## config.mk

```make
export PLATFORM = sky130hd
export DESIGN_NAME = partition_line_packer
export DESIGN_NICKNAME = d
export VERILOG_FILES = /design/src/rtl/phj_pkg.sv /design/src/rtl/partition_line_packer.sv
export SDC_FILE = /design/constraint.sdc
export NUM_CORES = 2
export LEC_CHECK = 0
export ABC_AREA = 1
export CORE_MARGIN = 2
export CORE_UTILIZATION = 35
export DETAILED_ROUTE_END_ITERATION = 8
export GPL_TIMING_DRIVEN = 0
export HOLD_SLACK_MARGIN = 0.12
export SLEW_MARGIN = 20
export SYNTH_ARGS = -nofsm -noshare
export SYNTH_HDL_FRONTEND = slang
export SYNTH_SLANG_ARGS = --single-unit
```

## constraint.sdc

```tcl
create_clock -name clk -period 29 [get_ports clk]
set_input_delay 5.8 -clock clk [delete_from_list [all_inputs] [get_ports clk]]
set_output_delay 5.8 -clock clk [all_outputs]
set_load 0.02 [all_outputs]
```

## src/rtl/phj_pkg.sv

```systemverilog
// Shared types for the partition hash join datapath: packer FSM states and tag width.
package phj_pkg;

  localparam int PHJ_TAG_W = 32;

  typedef enum logic [1:0] {
    FILL       = 2'd0,
    FLUSH_WAIT = 2'd1,
    FLUSH_OUT  = 2'd2
  } packer_state_t;

endpackage

```

## src/rtl/partition_line_packer.sv

```systemverilog
// Packs one hash partition's tuple stream into wide lines of TUPLES_PER_LINE slots.
// Optional PACKER_STATS_EN adds wrapping input/output handshake counters.
module partition_line_packer
  import phj_pkg::*;
#(
  parameter int INPUT_SIZE      = 64,
  parameter int TUPLES_PER_LINE = 8
) (
  input  logic                                    clk,
  input  logic                                    resetn,
  output logic                                    in_ready,
  input  logic [INPUT_SIZE-1:0]                   in,
  input  logic [PHJ_TAG_W-1:0]                    in_tag,
  input  logic                                    in_valid,
  input  logic                                    flush,
  output logic                                    flush_done,
  input  logic                                    out_ready,
  output logic [INPUT_SIZE*TUPLES_PER_LINE-1:0]   out_line,
  output logic [PHJ_TAG_W*TUPLES_PER_LINE-1:0]    out_tags,
  output logic [$clog2(TUPLES_PER_LINE+1)-1:0]    out_count,
  output logic                                    out_last,
  output logic                                    out_valid,
  output logic [1:0]                              dbg_state
`ifdef PACKER_STATS_EN
  ,
  output logic [31:0]                             stat_tuples,
  output logic [31:0]                             stat_lines
`endif
);

  localparam int N   = TUPLES_PER_LINE;
  localparam int CW  = $clog2(N);
  localparam int OCW = $clog2(N + 1);
  localparam int TW  = PHJ_TAG_W;

  // Handshakes: a transfer occurs on a rising clk edge where valid && ready.
  // A producer holding valid keeps its payload stable until that transfer.
  packer_state_t          state, state_next;
  logic [CW-1:0]          fill_cnt;
  logic                   in_fire, out_fire, out_free, line_full, load_flush;
  logic [N*INPUT_SIZE-1:0] line_next;
  logic [N*TW-1:0]        tags_next;

  assign in_fire   = in_valid && in_ready;
  assign out_fire  = out_valid && out_ready;
  assign out_free  = !out_valid || out_ready;
  assign line_full = in_fire && (fill_cnt == CW'(N - 1));
  assign dbg_state = state;

  // Slot k shows buffered data if already filled, the incoming tuple if it is
  // being written now, and zero otherwise, so stale buffer contents never leak.
  for (genvar k = 0; k < N; k++) begin : g_slot
    logic [INPUT_SIZE-1:0] data_q;
    logic [TW-1:0]         tag_q;
    logic                  held, incoming;

    assign held     = CW'(k) < fill_cnt;
    assign incoming = in_fire && (fill_cnt == CW'(k));

    always_ff @(posedge clk) begin
      if (incoming) begin
        data_q <= in;
        tag_q  <= in_tag;
      end
    end

    assign line_next[k*INPUT_SIZE +: INPUT_SIZE] = held ? data_q : (incoming ? in : '0);
    assign tags_next[k*TW +: TW]                 = held ? tag_q  : (incoming ? in_tag : '0);
  end

  always_ff @(posedge clk) begin
    if (!resetn) state <= FILL;
    else         state <= state_next;
  end

  always_comb begin
    state_next = state;
    case (state)
      FILL:       if (flush)    state_next = FLUSH_WAIT;
      FLUSH_WAIT: if (out_free) state_next = FLUSH_OUT;
      FLUSH_OUT:  if (out_fire) state_next = FILL;
      default:                  state_next = FILL;
    endcase
  end

  always_comb begin
    in_ready   = 1'b0;
    load_flush = 1'b0;
    case (state)
      FILL:       in_ready   = resetn && !((fill_cnt == CW'(N - 1)) && out_valid && !out_ready);
      FLUSH_WAIT: load_flush = out_free;
      default:    ;
    endcase
  end

  always_ff @(posedge clk) begin
    if (!resetn) begin
      fill_cnt   <= '0;
      out_valid  <= 1'b0;
      out_last   <= 1'b0;
      out_count  <= '0;
      out_line   <= '0;
      out_tags   <= '0;
      flush_done <= 1'b0;
    end else begin
      flush_done <= (state == FLUSH_OUT) && out_fire;
      if (line_full) begin
        out_valid <= 1'b1;
        out_line  <= line_next;
        out_tags  <= tags_next;
        out_count <= OCW'(N);
        out_last  <= 1'b0;
        fill_cnt  <= '0;
      end else if (load_flush) begin
        out_valid <= 1'b1;
        out_line  <= line_next;
        out_tags  <= tags_next;
        out_count <= OCW'(fill_cnt);
        out_last  <= 1'b1;
        fill_cnt  <= '0;
      end else begin
        if (out_fire) out_valid <= 1'b0;
        if (in_fire)  fill_cnt  <= fill_cnt + 1'b1;
      end
    end
  end

`ifdef PACKER_STATS_EN
  always_ff @(posedge clk) begin
    if (!resetn) begin
      stat_tuples <= '0;
      stat_lines  <= '0;
    end else begin
      if (in_fire)  stat_tuples <= stat_tuples + 32'd1;
      if (out_fire) stat_lines  <= stat_lines + 32'd1;
    end
  end
`endif

endmodule

```

==> summary.md <==
| Metric | Value |
|---|---|
| Die Width | about 430 um |
| Leakage | ~34 nW |
| Layout cell share with drive strength beyond 1 | 0.0787 |
| Status | finished clean |
| F_max | a little under 70 MHz |
| Hold Crit Class | flip-flop to flip-flop |
| Final HPWL from detailed placement | 230,000 um |
| Fin util | 0.454 |
| Endpoints failing hold | 0 |
| Gate power share | 0.151 |
| Setup-failing EPs final | 0 |
| Clock slew at reported path FFs | ~0.06 ns |
| Clk pwr share | 0.412 |
| Htree depth | 4 |
| Post-route DRC | 0 |
| Final GP Congestion | a little under 1 |
| Power Internal | 3.76 mW |
| Num CTS Buffers | between 150 and 200 |
| Vias per inst | ~5.3 |
| Hold_sp | out_count[1] |
| Synth Cell Area | 63,200 um^2 |
| Pwr dens | 64.5 nW/um^2 |
| Largest net degree at the start of global routing | roughly 60 |
| Clk sink count | 1,452 |
| RSZ-0062 raised after global routing | false |
| First-pass GRT wire length | ~420,000 um |
| Clk Latency, worst-skew pair | about 0.84 ns |
| CTS tree | built |
| Worst Max-Slew Pin Slew | ~1.3 ns |
| Yosys cell types | 25 |
| Total routed wirelength | roughly 300,000 um |
| Worst VDD drop | ~48 uV |
| # Max-Cap Violations | 0 |
| PortBufs | approximately 880 |
| Post-CTS setup buffer count | 0 |
| Net Switching | around 1.5 mW |
| WHS Path Cells | 2 |
| Congestion Overflow GR | 0 |
| Routed len/inst | roughly 27 um |
| IO Pins | roughly 880 |
| Switch share | 0.282 |
| Area Overhead vs Synth | 28.5% |
| Root Buffer | clkbuf_16 |
| Row count | ~160 |
| Seq/Total Area, Yosys | 0.566 |
| PostCTS Resize Cnt | 0 |
| Hold_ws | between 0.4 and 0.5 ns |
| Total GRT Usage | 0.318 |
| Placed Cells incl. Taps | between 10,000 and 15,000 |
| Via count | a little under 60,000 |
| Synth Register Bits | 1,452 |
| R2R depth | 10 |
| Drt first pass iters | 6 |
| Clock skew | between 0.03 and 0.04 ns |
| Fillers | 17,600 |
| Syn Area/Cell | around 8.4 um^2 |
| Setup TNS | 0 ns |
| Vias in the first global route | ~55,000 |
| Mapped Nets | roughly 7,600 |
| Remaining antenna violation count | 0 |
| Synth warn | 0 |
| Core Area | around 180,000 um^2 |
| DIE HEIGHT | 429 um |
| Reg2reg setup slack | 24.48 ns |
| # hold bufs at CTS | 0 |
| Crit path arrival time | roughly 9 ns |
| Initial DRC Count | 5,936 |
| Part of the power in registers | 0.437 |
| CP Max Fanout | 10 |
| Max_slew headroom | 0.127 |
| CP Class | primary input to output pin |
| Setup crit end kind | output pin |
| Starting Density | 0.353 |
| Origin of the critical flop-to-flop path | fill_cnt[1] |
| WHS Endpoint | out_count[1] |
| Gate count of the mapped netlist | 7,512 |
| Final min period | approximately 15 ns |
| Reg-to-Reg End | g_slot[0].tag_q[27] |
| Maximum root-to-sink buffer count | 3 |
| Die Area | between 150,000 and 200,000 um^2 |
| WP data required | about 23 ns |
| Max Slew Vio Count | 0 |
| Initial antenna violation count | 27 |
| Nets | between 8,000 and 9,000 |
| Fin crit share | 0.506 |
| Post-Layout Cell Count | between 10,000 and 15,000 |
| Critical path startpoint category | primary input |
| Crit path launch | resetn |
==> sequential cells by signal (all words and copies together) (netlist names) <==
signal,count
out_tags,256
fill_cnt,3
out_last,1
dbg_state,2
g_slot.tag_q,224
out_count,4
g_slot.data_q,448
out_valid,1
flush_done,1
out_line,512
==> cells by family (layout without fill, tap and decap cells) <==
kind of cell             after synthesis  after routing  synth area share
AO/OA/AOI/OAI                        105            105           0.00831
AND/OR/NAND/NOR                     5174           5174             0.371
other                                  0             12                 0
flip-flops                          1452           1452             0.566
buffers and inverters                777           2009            0.0538
adder cells (fa/ha/maj)                4              4          0.000792
==> synthesized netlist by cell type <==
| library cell | n | area, um^2 |
|---|---|---|
| a21oi_1 | 8 | 40.0 |
| buf_1 | 74 | 278 |
| buf_2 | 331 | 1660 |
| buf_4 | 10 | 75.1 |
| buf_6 | 4 | 45.0 |
| clkbuf_1 | 203 | 762 |
| clkinv_1 | 2 | 7.51 |
| dfxtp_1 | 780 | 15600 |
| edfxtp_1 | 672 | 20200 |
| ha_1 | 4 | 50.1 |
| inv_1 | 141 | 529 |
| inv_2 | 12 | 45.0 |
| nand2_1 | 2160 | 8110 |
| nand2_2 | 2 | 12.5 |
| nand3_1 | 98 | 490 |
| nand3_2 | 2 | 20.0 |
| nand3b_1 | 672 | 5040 |
| nand4_1 | 525 | 3280 |
| nand4_2 | 1 | 12.5 |
| nor2_1 | 1703 | 6390 |
| nor2_2 | 5 | 31.3 |
| nor2_4 | 3 | 33.8 |
| nor3_1 | 2 | 10.0 |
| nor4_1 | 1 | 6.26 |
| o21ai_0 | 97 | 485 |
==> critical path: stages <==
cell,delay [ns]
clkdlybuf4s50_1,0.66
buf_2,0.43
nand2_1,0.15
nor2_4,0.28
buf_2,0.46
buf_2,0.37
clkdlybuf4s50_1,0.70
==> layout by cell type (no fill, tap or decap), types with 10 or more instances in the layout <==
cell / instances
buf_1: 74
dfxtp_1: 780
clkbuf_16: 172
edfxtp_1: 672
nand3_1: 98
nand2_1: 2160
buf_16: 10
clkbuf_1: 238
clkinv_1: 12
clkbuf_8: 32
o21ai_0: 97
clkbuf_2: 10
buf_4: 32
nor2_1: 1699
nand3b_1: 672
inv_1: 139
clkdlybuf4s50_1: 877
clkinv_2: 25
buf_12: 10
inv_2: 12
nand4_1: 525
buf_2: 331
diode_2: 12
==> routing by layer <==
| metal | routed length (um) | share of wire | GRT usage | up-vias |
|---|---|---|---|---|
| met5 | 20 | 0.000066 | 0 | - |
| met4 | 26300 | 0.087 | 0.239 | 4 |
| met3 | 23900 | 0.079 | 0.0616 | 659 |
| met2 | 135000 | 0.45 | 0.497 | 2802 |
| met1 | 117000 | 0.39 | 0.388 | 28400 |
| li1 | - | - | - | 26900 |
==> power groups by stage <==
stage / Sequential [mW] / Clock, mW / Combinational [mW]
6_report: 2.29 / 2.16 / 0.793
5_1_grt: 2.30 / 2.25 / 0.840
4_1_cts: 2.29 / 2.17 / 0.786
3_5_place_dp: 2.33 / 0 / 0.781
3_3_place_gp: 2.34 / 0 / 0.771
2_1_floorplan: 2.40 / 0 / 0.307
==> area by class of cell <==
class                   instances  area (um^2)  share of cell area
diodes                         12         30.0            0.000370
plain buffers                 622         2830              0.0348
clock buffers                 250         4920              0.0606
clock inverters                60          604             0.00744
inverters                     155          592             0.00729
multi-input cells            5283        24100               0.296
flip-flops and latches       1452        35800               0.441
well taps                    2355         2950              0.0363
repair buffers                922         9450               0.116
==> worst max path at each step <==
stage / cells after the start / end / slack [ns]
2_1_floorplan: 6 / g_slot[5].data_q[0] / 15.30
3_3_place_gp: 7 / g_slot[1].data_q[28] / 8.01
3_5_place_dp: 7 / in_ready / 14.33
4_1_cts: 7 / in_ready / 14.32
5_1_grt: 7 / in_ready / 14.26
6_report: 7 / in_ready / 14.32
==> metrics by stage <==
stage               power (mW)  setup WS [ns]  cell area (um^2)
CTS                       5.25          14.32             81200
finish                    5.24          14.32             81200
detailed placement        3.11          14.33             75700
global route              5.39          14.26             81200
floorplan                 2.71          15.30             63200
global placement          3.11           8.01             74900
Power figures use the tool's default switching activity.
